[config.mk]
export PLATFORM = sky130hd
export DESIGN_NAME = pipeline_hazard_ctrl
export DESIGN_NICKNAME = d
export VERILOG_FILES = /design/src/rtl/pipe_ctrl_pkg.sv /design/src/rtl/pipeline_hazard_ctrl_forward_unit.sv /design/src/rtl/pipeline_hazard_ctrl.sv
export SDC_FILE = /design/constraint.sdc
export NUM_CORES = 1
export LEC_CHECK = 0
export CAP_MARGIN = 20
export CORE_MARGIN = 2
export CORE_UTILIZATION = 45
export DETAILED_ROUTE_END_ITERATION = 10
export PLACE_DENSITY = 0.77
export SLEW_MARGIN = 40
export SYNTH_ARGS = -nofsm -noshare
export SYNTH_HDL_FRONTEND = slang
export SYNTH_HIERARCHICAL = 1
export SYNTH_SLANG_ARGS = --single-unit
[constraint.sdc]
create_clock -name clk -period 2.5 [get_ports clk]
set_clock_uncertainty 0.05 [all_clocks]
set_input_delay 0.5 -clock clk [delete_from_list [all_inputs] [get_ports clk]]
set_output_delay 0.5 -clock clk [all_outputs]
set_load 0.005 [all_outputs]
[src/rtl/pipe_ctrl_pkg.sv]
// Shared types and constants for the pipeline hazard/stall/flush controller.
//   ctrl_state_e : controller FSM states
//   pipe_ctrl_t  : bundle of pipeline-register enables/flushes and PC select
//   FWD_*        : EX operand source encodings
//   fwd_select   : forwarding priority function (EX/MEM over MEM/WB, $0 never forwards)
package pipe_ctrl_pkg;

    localparam int unsigned REG_W = 5;
    localparam int unsigned FWD_W = 2;

    typedef enum logic [1:0] {
        RUN      = 2'd0,
        MEM_WAIT = 2'd1,
        ERROR    = 2'd2
    } ctrl_state_e;

    localparam logic [FWD_W-1:0] FWD_RF    = 2'b00;
    localparam logic [FWD_W-1:0] FWD_EXMEM = 2'b10;
    localparam logic [FWD_W-1:0] FWD_MEMWB = 2'b01;

    localparam logic [REG_W-1:0] REG_ZERO = 5'd0;

    // Pipeline control bundle, MSB first.
    typedef struct packed {
        logic pc_en;
        logic pc_sel_target;
        logic if_id_en;
        logic if_id_flush;
        logic id_ex_en;
        logic id_ex_flush;
        logic ex_mem_en;
        logic mem_wb_flush;
    } pipe_ctrl_t;

    localparam pipe_ctrl_t CTRL_NORMAL   = 8'b1010_1010;
    localparam pipe_ctrl_t CTRL_LOAD_USE = 8'b0000_1110;
    localparam pipe_ctrl_t CTRL_BRANCH   = 8'b1111_1110;
    localparam pipe_ctrl_t CTRL_FREEZE   = 8'b0000_0001;

    // Select the EX operand source for one source register.
    function automatic logic [FWD_W-1:0] fwd_select(
        input logic [REG_W-1:0] src,
        input logic [REG_W-1:0] mem_wr,
        input logic             mem_rw,
        input logic [REG_W-1:0] wb_wr,
        input logic             wb_rw
    );
        logic [FWD_W-1:0] sel;
        sel = FWD_RF;
        if (mem_rw && (mem_wr != REG_ZERO) && (mem_wr == src)) begin
            sel = FWD_EXMEM;
        end else if (wb_rw && (wb_wr != REG_ZERO) && (wb_wr == src)) begin
            sel = FWD_MEMWB;
        end
        return sel;
    endfunction

endpackage

[src/rtl/pipeline_hazard_ctrl_forward_unit.sv]
// Combinational EX operand forwarding selector.
//   ex_rs/ex_rt          : source registers of the instruction in EX
//   mem_write_reg/_write : destination of the instruction in MEM
//   wb_write_reg/_write  : destination of the instruction in WB
//   forward_a/forward_b  : operand A/B source (FWD_RF, FWD_EXMEM, FWD_MEMWB)
module forward_unit
    import pipe_ctrl_pkg::*;
(
    input  logic [REG_W-1:0] ex_rs,
    input  logic [REG_W-1:0] ex_rt,
    input  logic [REG_W-1:0] mem_write_reg,
    input  logic             mem_reg_write,
    input  logic [REG_W-1:0] wb_write_reg,
    input  logic             wb_reg_write,
    output logic [FWD_W-1:0] forward_a,
    output logic [FWD_W-1:0] forward_b
);

    assign forward_a = fwd_select(ex_rs, mem_write_reg, mem_reg_write, wb_write_reg, wb_reg_write);
    assign forward_b = fwd_select(ex_rt, mem_write_reg, mem_reg_write, wb_write_reg, wb_reg_write);

endmodule

[src/rtl/pipeline_hazard_ctrl.sv]
// Hazard, stall and flush controller for the 5-stage MIPS pipeline.
// Inputs : ID/EX/MEM/WB register fields, branch resolution, data-memory handshake.
// Outputs: PC and pipeline-register enables/flushes, EX forwarding selects
//          (combinational), halted and stall_cycles (registered).
// FSM: RUN -> MEM_WAIT on a stalled memory access; MEM_WAIT -> RUN on mem_ready,
//      or -> ERROR after TIMEOUT_CYCLES consecutive wait cycles; ERROR exits only on rst.
module pipeline_hazard_ctrl
    import pipe_ctrl_pkg::*;
#(
    parameter int unsigned TIMEOUT_CYCLES = 64,
    parameter int unsigned CNT_W          = 32
) (
    input  logic             clk,
    input  logic             rst,
    input  logic [REG_W-1:0] id_rs,
    input  logic [REG_W-1:0] id_rt,
    input  logic             id_uses_rt,
    input  logic [REG_W-1:0] ex_rs,
    input  logic [REG_W-1:0] ex_rt,
    input  logic             ex_mem_read,
    input  logic [REG_W-1:0] ex_write_reg,
    input  logic             ex_branch_taken,
    input  logic [REG_W-1:0] mem_write_reg,
    input  logic             mem_reg_write,
    input  logic             mem_req,
    input  logic             mem_ready,
    input  logic [REG_W-1:0] wb_write_reg,
    input  logic             wb_reg_write,
    output logic             pc_en,
    output logic             pc_sel_target,
    output logic             if_id_en,
    output logic             if_id_flush,
    output logic             id_ex_en,
    output logic             id_ex_flush,
    output logic             ex_mem_en,
    output logic             mem_wb_flush,
    output logic [FWD_W-1:0] forward_a,
    output logic [FWD_W-1:0] forward_b,
    output logic             halted,
    output logic [CNT_W-1:0] stall_cycles
);

    localparam int unsigned        WAIT_W      = (TIMEOUT_CYCLES < 2) ? 1 : $clog2(TIMEOUT_CYCLES + 1);
    localparam logic [WAIT_W-1:0]  TIMEOUT_VAL = WAIT_W'(TIMEOUT_CYCLES);
    localparam logic [CNT_W-1:0]   CNT_MAX     = '1;

    ctrl_state_e       state, state_next;
    logic [WAIT_W-1:0] wait_cnt, wait_next, wait_inc;
    logic              load_use;
    pipe_ctrl_t        run_ctrl, ctrl;

    forward_unit u_forward_unit (
        .ex_rs         (ex_rs),
        .ex_rt         (ex_rt),
        .mem_write_reg (mem_write_reg),
        .mem_reg_write (mem_reg_write),
        .wb_write_reg  (wb_write_reg),
        .wb_reg_write  (wb_reg_write),
        .forward_a     (forward_a),
        .forward_b     (forward_b)
    );

    // Load in EX feeding a source of the instruction in ID; $0 never stalls.
    assign load_use = ex_mem_read && (ex_write_reg != REG_ZERO) &&
                      ((ex_write_reg == id_rs) || (id_uses_rt && (ex_write_reg == id_rt)));

    assign wait_inc = wait_cnt + WAIT_W'(1);

    // Controls when memory is not holding the pipe; branch squashes the wrong-path load-use.
    always_comb begin
        run_ctrl = CTRL_NORMAL;
        if (ex_branch_taken) begin
            run_ctrl = CTRL_BRANCH;
        end else if (load_use) begin
            run_ctrl = CTRL_LOAD_USE;
        end
    end

    // Next state, wait counter and pipeline controls.
    always_comb begin
        state_next = state;
        wait_next  = wait_cnt;
        ctrl       = run_ctrl;
        case (state)
            RUN: begin
                if (mem_req && !mem_ready) begin
                    ctrl       = CTRL_FREEZE;
                    wait_next  = WAIT_W'(1);
                    state_next = (TIMEOUT_CYCLES <= 1) ? ERROR : MEM_WAIT;
                end
            end
            MEM_WAIT: begin
                if (mem_ready) begin
                    state_next = RUN;
                    wait_next  = '0;
                end else begin
                    ctrl      = CTRL_FREEZE;
                    wait_next = wait_inc;
                    if (wait_inc >= TIMEOUT_VAL) begin
                        state_next = ERROR;
                    end
                end
            end
            ERROR: begin
                ctrl = CTRL_FREEZE;
            end
            default: begin
                ctrl       = CTRL_FREEZE;
                state_next = ERROR;
            end
        endcase
    end

    // State, wait counter, halt flag and saturating stall counter.
    always_ff @(posedge clk) begin
        if (rst) begin
            state        <= RUN;
            wait_cnt     <= '0;
            halted       <= 1'b0;
            stall_cycles <= '0;
        end else begin
            state    <= state_next;
            wait_cnt <= wait_next;
            halted   <= (state_next == ERROR);
            if (!ctrl.pc_en && (stall_cycles != CNT_MAX)) begin
                stall_cycles <= stall_cycles + CNT_W'(1);
            end
        end
    end

    assign pc_en         = ctrl.pc_en;
    assign pc_sel_target = ctrl.pc_sel_target;
    assign if_id_en      = ctrl.if_id_en;
    assign if_id_flush   = ctrl.if_id_flush;
    assign id_ex_en      = ctrl.id_ex_en;
    assign id_ex_flush   = ctrl.id_ex_flush;
    assign ex_mem_en     = ctrl.ex_mem_en;
    assign mem_wb_flush  = ctrl.mem_wb_flush;

endmodule

After elaboration in Yosys (flattened, before gate mapping)
Index checks and enable logic that the tools add are counted.
{"block": "totals", "inputBits": 44, "word_cells": 54, "output_inout_bits": 45, "ff_bits": 42}
{"block": "op_classes", "n_reduce_logical": 20, "n_lt_le_gt_ge": 1, "mux": 16, "addsub": 2, "eq_ne": 11}
{"cell": "32-bit by 1-bit adder with 32-bit output, second input constant", "count": 1}
{"cell": "8-bit 2-to-1 mux", "count": 4}
{"cell": "32-bit inequality test, second input constant", "count": 1}
{"cell": "5-bit == test", "count": 6}
{"cell": "8-bit case mux with 2 select lines", "count": 1}
{"cell": "5-bit nonzero test", "count": 3}
{"cell": "7-bit 2-to-1 mux", "count": 2}
{"cell": "7-bit case mux with 2 select lines", "count": 1}
{"cell": "1-bit logical AND", "count": 11}
{"cell": "2-bit 2-to-1 mux", "count": 5}
{"cell": "7-bit by 1-bit adder with 7-bit output, second input constant", "count": 1}
{"cell": "7-bit greater-or-equal comparator, second input constant", "count": 1}
{"cell": "2-bit case mux with 3 select lines", "count": 1}
{"cell": "2-bit == test, second input constant", "count": 2}
{"cell": "2-bit by 1-bit == test with 1-bit output, second input constant", "count": 1}
{"cell": "1-bit zero test", "count": 2}
{"cell": "2-bit zero test", "count": 1}
{"cell": "1-bit 2-to-1 mux", "count": 2}
{"cell": "2-bit inequality test, second input constant", "count": 1}
{"cell": "2-bit AND reduction", "count": 1}
{"cell": "2-bit nonzero test", "count": 1}
{"cell": "1-bit logical OR", "count": 1}

Depth between registers and ports, before layout
Gate-level depths: netlist of the first run.
{"block": "logic_depth", "ltp_word": 10, "mapped_depth": 9, "mapped_depth_nobuf": 7}

Cells and area by module
The synthesis of the first run kept the hierarchy.
{"mod": "pipeline_hazard_ctrl", "n_inst": 1, "area_each_um2": 2260.9, "seq_area_each_um2": 840.8, "cells_each": 272}
{"mod": "forward_unit", "n_inst": 1, "area_each_um2": 257.7, "seq_area_each_um2": 0.0, "cells_each": 34}

Least setup slack after synthesis of the first run
Ideal clock, no wire load.
{"block": "synth_path", "path_type": "input -> output", "from": "in mem_req", "to": "out pc_en", "arrival_time_ns": 1.904, "t_required_ns": 1.950, "cell_stages": 7, "path_slack_ns": 0.046, "path_buffers": 2, "cell_sequence": "nor2_1 o21ba_1 inv_1 nor3b_2 clkbuf_1 or2_2 buf_4"}
{"block": "synth_between", "elab_chain_len": 3}
{"item": "from (decl)", "line": "pipeline_hazard_ctrl.sv:25", "rtl": "input logic mem_req,"}
{"item": "1-bit logical AND", "line": "pipeline_hazard_ctrl.sv:86", "rtl": "if (mem_req && !mem_ready) begin"}
{"item": "8-bit 2-to-1 mux", "line": "pipeline_hazard_ctrl.sv:86"}
{"item": "8-bit case mux with 2 select lines", "line": "pipeline_hazard_ctrl.sv:84", "rtl": "case (state)"}
{"item": "to (decl)", "line": "pipeline_hazard_ctrl.sv:29", "rtl": "output logic pc_en,"}
No other way between the ends.

Worst setup path after layout of the first run
{"block": "layout_path", "from": "in ex_write_reg[2]", "to": "out pc_en"}
{"block": "layout_between", "elab_chain_len": 8, "elab_cells_between_ends": 12, "classes_between": "eq/ne: 2; mux: 5; reduce/logical: 5"}
{"item": "from (decl)", "line": "pipeline_hazard_ctrl.sv:21", "rtl": "input logic [REG_W-1:0] ex_write_reg,"}
{"item": "5-bit == test", "line": "pipeline_hazard_ctrl.sv:65", "rtl": "((ex_write_reg == id_rs) || (id_uses_rt && (ex_write_reg == id_rt)));"}
{"item": "1-bit logical AND", "line": "pipeline_hazard_ctrl.sv:65"}
{"item": "1-bit logical OR", "line": "pipeline_hazard_ctrl.sv:65"}
{"item": "1-bit logical AND *", "line": "pipeline_hazard_ctrl.sv:64", "rtl": "assign load_use = ex_mem_read && (ex_write_reg != REG_ZERO) &&"}
{"item": "8-bit 2-to-1 mux *", "line": "pipeline_hazard_ctrl.sv:74", "rtl": "end else if (load_use) begin"}
{"item": "8-bit 2-to-1 mux *", "line": "pipeline_hazard_ctrl.sv:72", "rtl": "if (ex_branch_taken) begin"}
{"item": "8-bit 2-to-1 mux, on equally long branches", "line": "pipeline_hazard_ctrl.sv:93, pipeline_hazard_ctrl.sv:86"}
{"item": "8-bit case mux with 2 select lines *", "line": "pipeline_hazard_ctrl.sv:84"}
Every way passes the cells marked *; elsewhere a longest branch is shown, timed or not.

==> run_results.csv, run 1 <==
group,metric,value,unit
critical_path,r2r-end,"stall_cycles[17]$_SDFFE_PP0P_",
timing,tightest_slew,583.4,ps
layout,antenna_cells,0,
layout,regArea,840.8,um2
logic_synthesis,synth_mux_area_share,0.5961,%
layout,drive_above_1_share,16.18,%
critical_path,crit_path_end_kind,"output port",
route,drtIter0Drc,84,
logic_synthesis,async_flop_share,0,%
logic_synthesis,synth_top_family_by_area,"simple AND/OR/NAND/NOR gates",
global_route,gr-max-usage-layer,"met2",
job,maxCapViolCount,0,
route,drc,0,
timing,holdWs,430.4,ps
critical_path,worstPathRequired,1950,ps
pwr,ir_worst_vdd,299.4,uV
logic_synthesis,synth_warnings,6,
logic_synthesis,synthTopCellsByArea,"dfxtp_1, xnor2_1, nor2_1, xor2_1, nor3_1",
global_route,use_met1,25.88,%
global_route,grt_max_degree,28,
timing,finalHoldViolCount,0,
timing,slew_violations,0,
logic_synthesis,synth_top_area_share,33.38,%
critical_path,rr_worst_depth,7,
layout,syn2layout_area_growth,48.73,%
critical_path,crit_type,"input port to output port",
global_route,met2_usage,38.12,%
logic_synthesis,yosysSeqAreaShare,33.38,%
timing,post-route-min-period,2435,ps
layout,fin_util,68.88,%
pwr,p_leak,1.370,nW
critical_path,crit_path_max_incr_delay,540,ps
critical_path,r2r_start,"stall_cycles[14]$_SDFFE_PP0P_",
clock_tree,root_buffer,"clkbuf_8",
route,wirelength,6891,um
floorplanning,pin_count,89,
critical_path,cp.arrival,1890,ps
layout,fin_cells,486,
floorplanning,die_h,78.82,um
logic_synthesis,synth-edff-count,0,
route,viasPerCell,5.263,
logic_synthesis,synthesis.nets,352,
min_path,hp-class,"flip-flop to flip-flop",
pwr,finalPower,1.405,mW
critical_path,r2r_setup_slack,230,ps
logic_synthesis,synth_top_cell_by_area,"dfxtp_1",
critical_path,cp_max_fo,3,
placed_design,dp_cells,479,
min_path,hold_end,"wait_cnt[6]$_SDFFE_PP0P_",
logic_synthesis,synthDistinctLibCells,46,
floorplanning,start_util,46.31,%
logic_synthesis,ys_ff_latch,42,
logic_synthesis,yosysMostFrequentCell,"xnor2_1",
global_route,antenna_found_initial,0,
placed_design,globalplace.congestion,0.8951,
critical_path,crit_buf_inv,2,
layout,num-fill-cells,455,
timing,max_freq,410.6,MHz
logic_synthesis,synth_area,2519,um2
status,status,"finished, final reports clean",
layout,finalInstanceArea,3746,um2
clock_tree,htree_levels,2,
global_route,grt_remaining_overflow,0,
critical_path,slowest_stage,"or4_4",
min_path,hold_depth,2,
route,ant_nets,0,
clock_tree,clkSlewWorstSetupHoldPaths,90,ps
logic_synthesis,yosys.area_share.simple,33.93,%
route,vias,2558,
critical_path,crit_chain,"dlygate4sd2_1 -> or4_4 -> o21ai_4 -> o21a_1 -> or2_4 -> buf_6",
logic_synthesis,synth_ff_type,"dfxtp_1",
layout,multi_input_area,1664,um2
floorplanning,fp.dieW,78.82,um
global_route,grt_pass1_wl,10870,um
layout,nets,459,
placed_design,dpl-instance-area,3611,um2
floorplanning,coreArea,5439,um2
logic_synthesis,syn_avg_cell_area,8.231,um2
placed_design,hpwl,5168,um
clock_tree,worstSkewPairLatency,300,ps
route,routedWlPerCell,14.18,um
clock_tree,clock_sinks,42,
global_route,track_usage,21.52,%
timing,max_slew_margin,61.03,%
logic_synthesis,synthAdderAreaFrac,0.9935,%
global_route,use_met3,5.000,%
floorplanning,die-area,6212,um2
logic_synthesis,syn_inst,306,
min_path,hold_start,"wait_cnt[6]$_SDFFE_PP0P_",
logic_synthesis,synth_commonest_cells,"xnor2_1, nor2_1, dfxtp_1",
placed_design,numPortBuffers,88,
pwr,powerDensity,375.1,nW/um2
clock_tree,cts_buffer_depth,2,
logic_synthesis,synth-xor-area-share,21.21,%
timing,layout_worst_path_cycle_share,97.41,%
floorplanning,rows,27,
route,dr.pass1.iters,4,
clock_tree,cts_tree,"yes",
critical_path,crit_family,"simple AND/OR/NAND/NOR gates",
timing,finalSetupViolations,0,
logic_synthesis,synth_compound_gate_area_share,6.061,%
clock_tree,ctsHoldBuffers,0,
critical_path,start_kind,"input port",
clock_tree,cts_made_buffers,5,
global_route,grt_pass1_vias,2404,
==> cell type report <==
type | instances | share of cell area [%]
tap | 72 | 2.405
timing repair buffer | 114 | 27.86
sequential | 42 | 22.44
inverter | 4 | 0.4008
clock buffer | 5 | 1.837
multi-input combinational | 246 | 44.42
clock inverter | 3 | 0.6346
==> registers in the layout (all words and copies together) (netlist names) <==
name	flops
stall_cycles	32
halted	1
wait_cnt	7
state	2
==> worst register-to-register path, cell delays in order (launching register included) <==
cell,delay (ps)
dfxtp_1,450
and4_1,340
nand4_1,190
nor4_4,400
a21o_1,210
or2_4,170
nor2_1,70
mux2_4,290
==> placed cells by master (no fill, tap or decap), drive strengths merged, types with 10 or more instances in the layout <==
master / count
nor2: 45
nand3: 18
nand2: 19
clkbuf: 10
dfxtp: 42
nor3: 23
nor4: 11
buf: 31
xnor2: 46
xor2: 15
clkdlybuf4s50: 60
nand4: 14
==> metrics by stage <==
step	TNS (ps)	setup WS, ps
floorplan	0	46.47
global placement	-11060	-573.1
detailed placement	-14340	-638.7
CTS	-95.53	-46.58
global route	-9.618	-5.368
finish	0	64.64
==> repair_timing <==
| action | 4_1_cts | 5_1_grt |
|---|---|---|
| resized for setup | 52 | 24 |
| endpoints found under the setup margin | 33 | 14 |
| setup buffers | 0 | 0 |
| pin swaps | 10 | 15 |
==> where the power goes <==
group	internal, mW	leakage, nW	total [mW]	switching (mW)
clock network	0.200	0.0408	0.451	0.251
registers	0.673	0.339	0.678	0.00523
logic	0.146	0.991	0.276	0.130
total	1.02	1.37	1.40	0.386
==> how the worst max path moves through the flow <==
stage / start / endpoint / cells past startpoint
after floorplan: mem_req / pc_en / 7
after CTS: mem_req / if_id_flush / 6
final: ex_write_reg[2] / pc_en / 6
after global routing: mem_write_reg[0] / forward_b[0] / 6
after global placement: ex_write_reg[2] / if_id_en / 6
after detailed placement: ex_write_reg[2] / pc_en / 6
==> metal layers <==
layer / wire length, um / share of wire [%] / up-vias
li1: - / - / 1285
met1: 2957 / 43 / 1176
met2: 3403 / 49 / 89
met3: 456 / 6.6 / 8
met4: 74 / 1.1 / 0
met5: 0 / 0 / -
==> cell families (layout without fill, tap and decap cells) <==
family / count (synthesis) / in the layout
xor+xnor: 61 / 61
buf+inv: 18 / 126
flops: 42 / 42
fa+ha+maj: 2 / 2
mux: 1 / 1
simple gates: 159 / 159
compound gates: 23 / 23
No activity file was read; power rests on OpenSTA's default activity.
==> run 2: changes to the inputs <==
Settings changed: SETUP_SLACK_MARGIN set to 0.1.
==> run_results.csv, run 2 (synthesized netlist as in run 1, its figures left out) <==
group,metric,value,unit
floorplanning,pin_count,89,
clock_tree,htree_levels,2,
critical_path,cp_max_fo,2,
global_route,grt_remaining_overflow,0,
timing,slew_violations,0,
timing,finalHoldViolCount,0,
layout,layout_commonest_cell,"clkdlybuf4s50_1",
floorplanning,start_util,46.31,%
layout,drive_above_1_share,21.75,%
timing,setup_slack,65.50,ps
placed_design,pre_cts_ws,-674.7,ps
global_route,grt_pass1_wl,11680,um
critical_path,endpoint,"forward_a[0]",
floorplanning,rows,27,
min_path,hold_depth,2,
critical_path,startpoint,"ex_rs[2]",
pwr,powerDensity,372.6,nW/um2
clock_tree,worstSkewPairLatency,290,ps
pwr,p_leak,1.429,nW
route,vias,2620,
critical_path,crit_path_max_incr_delay,440,ps
layout,largest-register,"stall_cycles",
route,viasPerCell,5.293,
layout,finalInstanceArea,3855,um2
clock_tree,clkSlewWorstSetupHoldPaths,80,ps
route,ant_nets,0,
layout,top_regs,"stall_cycles x32, wait_cnt x7, state x2",
pwr,power_frac_clock,32.2,%
layout,antenna_cells,0,
route,wirelength,7177,um
pwr,p_sw_share,26.99,%
placed_design,globalplace.congestion,0.9345,
route,routedWlPerCell,14.50,um
timing,holdWs,419.4,ps
timing,max_slew_margin,63.96,%
layout,nets,468,
critical_path,crit_type,"input port to output port",
timing,tightest_slew,539.0,ps
global_route,grt_pass1_vias,2576,
floorplanning,die_h,78.82,um
clock_tree,cts_tree,"yes",
global_route,grt_max_degree,28,
pwr,finalPower,1.436,mW
timing,finalSetupViolations,0,
min_path,hp-class,"flip-flop to flip-flop",
critical_path,crit_path_end_kind,"output port",
critical_path,crit_family,"buffers and inverters",
critical_path,r2r_start,"stall_cycles[3]$_SDFFE_PP0P_",
critical_path,slowest_stage,"clkdlybuf4s50_1",
clock_tree,ctsHoldBuffers,0,
global_route,antenna_found_initial,0,
status,status,"finished, final reports clean",
floorplanning,die-area,6212,um2
critical_path,start_kind,"input port",
timing,max_freq,410.8,MHz
critical_path,r2r-end,"stall_cycles[0]$_SDFFE_PP0P_",
critical_path,crit_buf_inv,3,
floorplanning,coreArea,5439,um2
clock_tree,root_buffer,"clkbuf_8",
placed_design,dpl-instance-area,3632,um2
clock_tree,cts_buffer_depth,2,
route,dr.pass1.iters,4,
clock_tree,cts_made_buffers,5,
route,drtIter0Drc,97,
pwr,seqPwrFrac,47.2,%
layout,most-common-layout-cells,"clkdlybuf4s50_1, xnor2_1, nor2_1",
critical_path,cp.arrival,1880,ps
pwr,internal_power,1.049,mW
pwr,ir_worst_vdd,280.6,uV
clock_tree,clock_sinks,42,
timing,layout_worst_path_cycle_share,97.38,%
placed_design,numPortBuffers,88,
floorplanning,fp.dieW,78.82,um
critical_path,rr_worst_depth,8,
global_route,track_usage,23.08,%
critical_path,crit_chain,"clkdlybuf4s50_1 -> buf_4 -> xnor2_1 -> nand4_1 -> nor4_4 -> buf_2",
layout,syn2layout_area_growth,53.06,%
pwr,pwr-share-comb,20.6,%
layout,largest_reg_flops,32,
critical_path,cp.depth,6,
route,drc,0,
placed_design,hpwl,5258,um
critical_path,r2r_setup_slack,340,ps
pwr,switchingPower,0.3877,mW
timing,rsz0062_at_grt,"yes",
layout,fin_cells,495,
timing,post-route-min-period,2435,ps
job,maxCapViolCount,0,
critical_path,worstPathRequired,1950,ps
placed_design,dp_cells,481,
run 2: cell count changes in the layout (fill, tap and decap cells not counted), sizes merged:
cell,delta
clkinv,+1
clkbuf,-1
clkinvlp,-1
clkdlybuf4s50,-8
dlymetal6s2s,-2
buf,+19
dlygate4sd2,+4
clkdlybuf4s15,-2
inv,-1
run 2: layout make-up:
class	instances	area [um2]
Multi-Input combinational cell	246	1727
Fill cell	445	1584
Timing Repair Buffer	123	1087
Sequential cell	42	840.8
Tap cell	72	90.09
Clock buffer	6	82.58
Inverter	4	15.01
Clock inverter	2	12.51
run 2: through the flow:
stage                     TNS, ps  util [%]
final                           0     70.88
after global routing       -6.311     70.88
after CTS                       0     69.27
after detailed placement   -15170     66.78
after global placement     -10780     66.78
after floorplan                 0         -
run 2: power by group through the flow:
| stage | clock, mW | combinational (mW) | sequential, mW |
|---|---|---|---|
| detailed placement | 0 | 0.274 | 0.694 |
| global route | 0.504 | 0.316 | 0.679 |
| CTS | 0.468 | 0.277 | 0.678 |
| floorplan | 0 | 0.118 | 0.693 |
| global placement | 0 | 0.268 | 0.694 |
| finish | 0.463 | 0.295 | 0.678 |
run 2: worst min-delay path by stage:
| stage | start | endpoint | slack, ps |
|---|---|---|---|
| floorplan | wait_cnt[6]$_SDFFE_PP0P_ | wait_cnt[6]$_SDFFE_PP0P_ | 390 |
| global placement | wait_cnt[6]$_SDFFE_PP0P_ | wait_cnt[6]$_SDFFE_PP0P_ | 400 |
| detailed placement | wait_cnt[6]$_SDFFE_PP0P_ | wait_cnt[6]$_SDFFE_PP0P_ | 410 |
| global route | wait_cnt[6]$_SDFFE_PP0P_ | wait_cnt[6]$_SDFFE_PP0P_ | 470 |
| CTS | wait_cnt[6]$_SDFFE_PP0P_ | wait_cnt[6]$_SDFFE_PP0P_ | 420 |
| finish | wait_cnt[6]$_SDFFE_PP0P_ | wait_cnt[6]$_SDFFE_PP0P_ | 420 |
run 2: metal layers:
| layer | part of all wire, % | global-route usage, % |
|---|---|---|
| met1 | 43 | 28.33 |
| met5 | 0 | 0 |
| met4 | 1.4 | 7.931 |
| met3 | 4.8 | 4.091 |
| met2 | 50 | 40.68 |
run 2: worst reg2reg max path, stage by stage (launching register included):
cell	delay, ps
dfxtp_1	430
and4_4	290
nand4_4	200
nor4_4	320
a21o_1	180
buf_4	230
nor2_1	120
xnor2_1	170
nor2_1	50
run 2: repair_timing:
action / CTS / global route
buffers inserted: 5 / 2
endpoints found under the setup margin: 41 / 17
gates resized for setup: 92 / 35
hold endpoints to repair: 0 / 0
pin swaps: 20 / 20
==> run 3: changes to the inputs <==
Settings changed: CTS_CLUSTER_DIAMETER set to 150.
==> results of run 3 <==
Same layout as run 2: the final DEF is identical, and so are final timing and power.
